--- config.mk ---
export PLATFORM = sky130hd
export DESIGN_NAME = branch_pred_table
export DESIGN_NICKNAME = d
export VERILOG_FILES = /design/src/rtl/branch_pred_table.sv
export SDC_FILE = /design/constraint.sdc
export NUM_CORES = 1
export LEC_CHECK = 0
export ABC_AREA = 1
export CAP_MARGIN = 10
export CORE_UTILIZATION = 55
export CTS_CLUSTER_SIZE = 10
export DETAILED_ROUTE_END_ITERATION = 12
export PLACE_DENSITY = 0.83
export SYNTH_ARGS = -nofsm -noshare
export SYNTH_HDL_FRONTEND = slang
export SYNTH_SLANG_ARGS = --single-unit
--- constraint.sdc ---
create_clock -name i_clk -period 2.3 [get_ports i_clk]
set_input_delay 0.69 -clock i_clk [delete_from_list [all_inputs] [get_ports i_clk]]
set_output_delay 0.69 -clock i_clk [all_outputs]
set_load 0.01 [all_outputs]
--- src/rtl/branch_pred_table.sv ---
// gshare predictor: 2^IDX_W 2-bit saturating counters indexed by pc ^ committed history.
// Lookup result is registered one cycle later; updates train one counter and shift history; never stalls.
module branch_pred_table #(
  parameter int IDX_W  = 4,
  parameter int HIST_W = 4
) (
  input  logic              i_clk,
  input  logic              i_rst_n,
  input  logic              i_pred_valid,
  input  logic [IDX_W-1:0]  i_pred_pc,
  output logic              o_pred_out_valid,
  output logic              o_pred_taken,
  output logic [1:0]        o_pred_state,
  output logic [IDX_W-1:0]  o_pred_idx,
  input  logic              i_upd_valid,
  input  logic [IDX_W-1:0]  i_upd_idx,
  input  logic              i_upd_outcome,
  output logic [HIST_W-1:0] o_ghr
);

  localparam int DEPTH = 1 << IDX_W;

  logic [1:0]        r_table [DEPTH];
  logic [HIST_W-1:0] r_ghr;
  logic [IDX_W-1:0]  w_idx;
  logic [1:0]        w_rd;
  logic [1:0]        w_cur;
  logic [1:0]        w_nxt;
  logic [HIST_W-1:0] w_ghr_nxt;

  // Reads see pre-update table and history, so a same-cycle update is never bypassed.
  assign w_idx = i_pred_pc ^ IDX_W'(r_ghr);
  assign w_rd  = r_table[w_idx];
  assign w_cur = r_table[i_upd_idx];

  always_comb begin
    w_nxt = w_cur;
    if (i_upd_outcome && (w_cur != 2'b11)) begin
      w_nxt = w_cur + 2'd1;
    end else if (!i_upd_outcome && (w_cur != 2'b00)) begin
      w_nxt = w_cur - 2'd1;
    end
  end

  generate
    if (HIST_W == 1) begin : g_hist1
      assign w_ghr_nxt = i_upd_outcome;
    end else begin : g_histn
      assign w_ghr_nxt = {r_ghr[HIST_W-2:0], i_upd_outcome};
    end
  endgenerate

  always_ff @(posedge i_clk or negedge i_rst_n) begin
    if (!i_rst_n) begin
      for (int i = 0; i < DEPTH; i++) begin
        r_table[i] <= 2'b01;
      end
      r_ghr <= '0;
    end else if (i_upd_valid) begin
      r_table[i_upd_idx] <= w_nxt;
      r_ghr              <= w_ghr_nxt;
    end
  end

  always_ff @(posedge i_clk or negedge i_rst_n) begin
    if (!i_rst_n) begin
      o_pred_out_valid <= 1'b0;
      o_pred_taken     <= 1'b0;
      o_pred_state     <= 2'b00;
      o_pred_idx       <= '0;
    end else begin
      o_pred_out_valid <= i_pred_valid;
      if (i_pred_valid) begin
        o_pred_taken <= w_rd[1];
        o_pred_state <= w_rd;
        o_pred_idx   <= w_idx;
      end
    end
  end

  assign o_ghr = r_ghr;

endmodule

==> results.ini <==
[status]
run_status = complete, no violations

[logic_synthesis]
ys_top_cells_by_count = nand2_1, inv_1, nand3_1
synth_top_flop_cell = dfrtp_1
yosysTopAreaCellShare_pct = 24.6
ys_ff_latch = 43
synthCells = 406
synthMuxAreaShare_pct = 0.410
post_synthesis_share_of_cell_area_spent_on_and_or_nand_and_nor_gates_pct = 41.7
synth.avg_cell_area_um2 = 6.76
synth.net_count = 421
synth-async-reset-ratio_pct = 100
syn-cell-area_um2 = 2750
synth_enable_flop_cells = 0
synth.yosys.warnings = 0
top_cells_by_area_synth = dfrtp_1, nand2_1, dfstp_2, nand3_1, inv_1
synth_most_common_cell = nand2_1
synth.distinct_cells = 29
post_synth_fa_ha_maj_area_fraction_pct = 0.911
synth_top_family_by_area = simple AND/OR/NAND/NOR gates
synth.yosys.seq_area_share_pct = 39.9
synthXorXnorAreaFrac_pct = 1.28
synth_compound_gate_area_share_pct = 4.51
synth_top_cell_by_area = dfrtp_1

[grt]
global_route.overflow_total = 0
vias_in_the_first_global_route = 2517
grt_antenna_before_repair = 0
grt_first_pass_wirelength_um = 11700
grt_start_max_net_pins = 23
grt_use_total_pct = 29.0

[route]
wl_per_cell_um = 14.3
route.vias.total = 2763
drt_initial_violations = 236
antenna_violating_nets_post_route = 0
wl_um = 7340
drt-vias-per-instance = 5.39
dr.pass1.iters = 6
remaining_drc_errors = 0

[sta]
maxSlewHeadroom_pct = 47.5
final-max-slew-violation-count = 0
finalWorstPathRequiredPeriod_ns = 2.20
hold_viol = 0
setup_viol = 0
min_period_over_period_pct = 95.6
final_worst_clock_skew_ns = 0.0131
final_critical_path_setup_slack_ns = 0.101
tightestPinTransition_ns = 0.782
maxClockFrequency_ghz = 0.455

[setup_path]
critPathMaxStageDelay_ns = 0.28
worst_path_most_repeated_cell = nand2_1
cp.required_ns = 2.49
timing.reg2reg.setup_slack_ns = 0.19
crit_end_element = flop
startpoint_class = input pin
cp_cell_sequence = buf_6 > buf_12 > inv_6 > nand2_1 > nand2_1 > nand2_1 > nand2_1 > nand2_1 > nand2_2 > nor2_2 > ha_1 > inv_2 > a21oi_2 > nand2_4 > buf_12 > nand3_1 > nand2_1
worst_setup_path_type = input pin to flop
critical_path_peak_fanout = 8
worst_path_buf_inv = 5
critical_path.top_delay_family = simple AND/OR/NAND/NOR gates
slowest_stage = ha_1
worst-endpoint-arrival_ns = 2.39

[die]
boundaryPins = 25
design.core.area_um2 = 4750
chipHeight_um = 72.7
design.die.area_um2 = 5280
start_util_pct = 57.8
count_of_standard_cell_rows = 25
die-width_um = 72.7

[final_layout]
fin_nets = 460
n_antenna_cell = 0
layout.cell_area.non_filler_um2 = 3380
syn2layout_area_growth_pct = 22.9
layout.filler_cells = 375
drive_gt1_share_pct = 17.5
final-instance-count-excl-fill = 513

[place]
place_worst_setup_slack_ns = -0.697
place_inst = 500
post-dp-hpwl_um = 5120
gp_congestion = 0.965
postPlaceCellArea_um2 = 3150
placement.io_buffers = 24

[pwr]
totalPowerFinal_uw = 2900
power.static_leakage_uw = 0.00169
power-per-cell-area_nw_per_um2 = 858
irDropWorstVdd_mv = 0.444

[cts]
cts-buffers-inserted = 5
clkLatencyLatePin_ns = 0.30
clock_sink_count = 43
cts-htree-levels = 2
cts_root_buffer = clkbuf_8
cts_hold_buf = 0
clkSlewWorstSetupHoldPaths_ns = 0.08
max-clock-path-buffers = 2
tritoncts = yes

[hold_path]
hp-class = input pin to asynchronous set/reset pin

[flow_run]
maxCapViolations = 0

## what timing repair did
action / CTS / global route
gates cloned: 2 / 1
endpoints found under the setup margin: 32 / 32
resized for setup: 23 / 12
buffers inserted: 0 / 2
pin swaps: 9 / 5
## cell families after synthesis
kind of cell,Yosys count
simple gates,268
buf+inv,67
flops,43
compound gates,21
xor+xnor,4
fa+ha+maj,2
mux,1
## metrics by stage
step | hold WS (ns) | setup TNS (ns) | util, %
after floorplan | 0.394 | -0.0440 | -
after global placement | 0.455 | -18.05 | 66.3
after detailed placement | 0.463 | -21.50 | 66.3
after CTS | 0.366 | 0 | 69.5
after global routing | 0.409 | -0.111 | 71.0
final | 0.353 | 0 | 71.0
## final cells by class
class	instances	area, um^2	share of cell area, %
Tap cell	67	83.8	2.48
Sequential cell	43	1100	32.5
Clock inverter	2	12.5	0.371
Clock buffer	6	72.6	2.15
Multi-Input combinational cell	296	1380	41.0
Inverter	55	214	6.34
Timing Repair Buffer	44	514	15.2
## final timing paths
path                                         startpoint                      end  depth (start not counted)
worst max-delay path                       i_upd_idx[0]   r_table[3]$_DFFE_PN0P_                         17
worst min-delay path                            i_rst_n     o_ghr[0]$_DFFE_PN0P_                          1
worst max register to register  r_table[30]$_DFFE_PN1P_  r_table[24]$_DFFE_PN1P_                         15
worst min register to register  r_table[30]$_DFFE_PN1P_  r_table[30]$_DFFE_PN1P_                          2
max in group asynchronous                       i_rst_n  r_table[30]$_DFFE_PN1P_                          2
min in group i_clk              r_table[30]$_DFFE_PN1P_  r_table[30]$_DFFE_PN1P_                          2
## state kept, by name (all words and copies together) (netlist names)
name and count:
o_pred_taken 1, r_table 32, o_pred_out_valid 1, o_pred_idx 4
o_ghr 4, o_pred_state 1
## power breakdown
group / internal [uW] / leakage (uW) / switching, uW
Combinational: 502 / 0.00114 / 646
Clock: 213 / 0.0000412 / 272
Sequential: 1040 / 0.000507 / 224
Total: 1760 / 0.00169 / 1140
## worst reg2reg max path, delay by kind of cell, from the launching register on
kind	cells	cell delay [ns]
AOI/OAI and AO/OA	1	0.15
and+or+nand+nor	10	0.97
adders and majority gates	1	0.21
DFF	1	0.53
buffers and inverters	3	0.21
## placed cells by master, fill, tap and decap left out, drive strengths merged, types with 8 or more instances in the layout
cell / instances
inv: 54
dfstp: 16
nand2: 187
clkdlybuf4s50: 19
buf: 21
clkbuf: 8
o21ai: 12
dfrtp: 27
nand3: 51
nor2: 28
## per-layer routing
metal / wire length [um] / global-route usage (%) / vias to the layer above
li1: - / - / 1328
met5: 0 / 0 / -
met1: 2890 / 37.9 / 1245
met3: 611 / 4.01 / 33
met2: 3620 / 48.2 / 157
met4: 211 / 12.2 / 0
(Power assumes the default switching activity.)
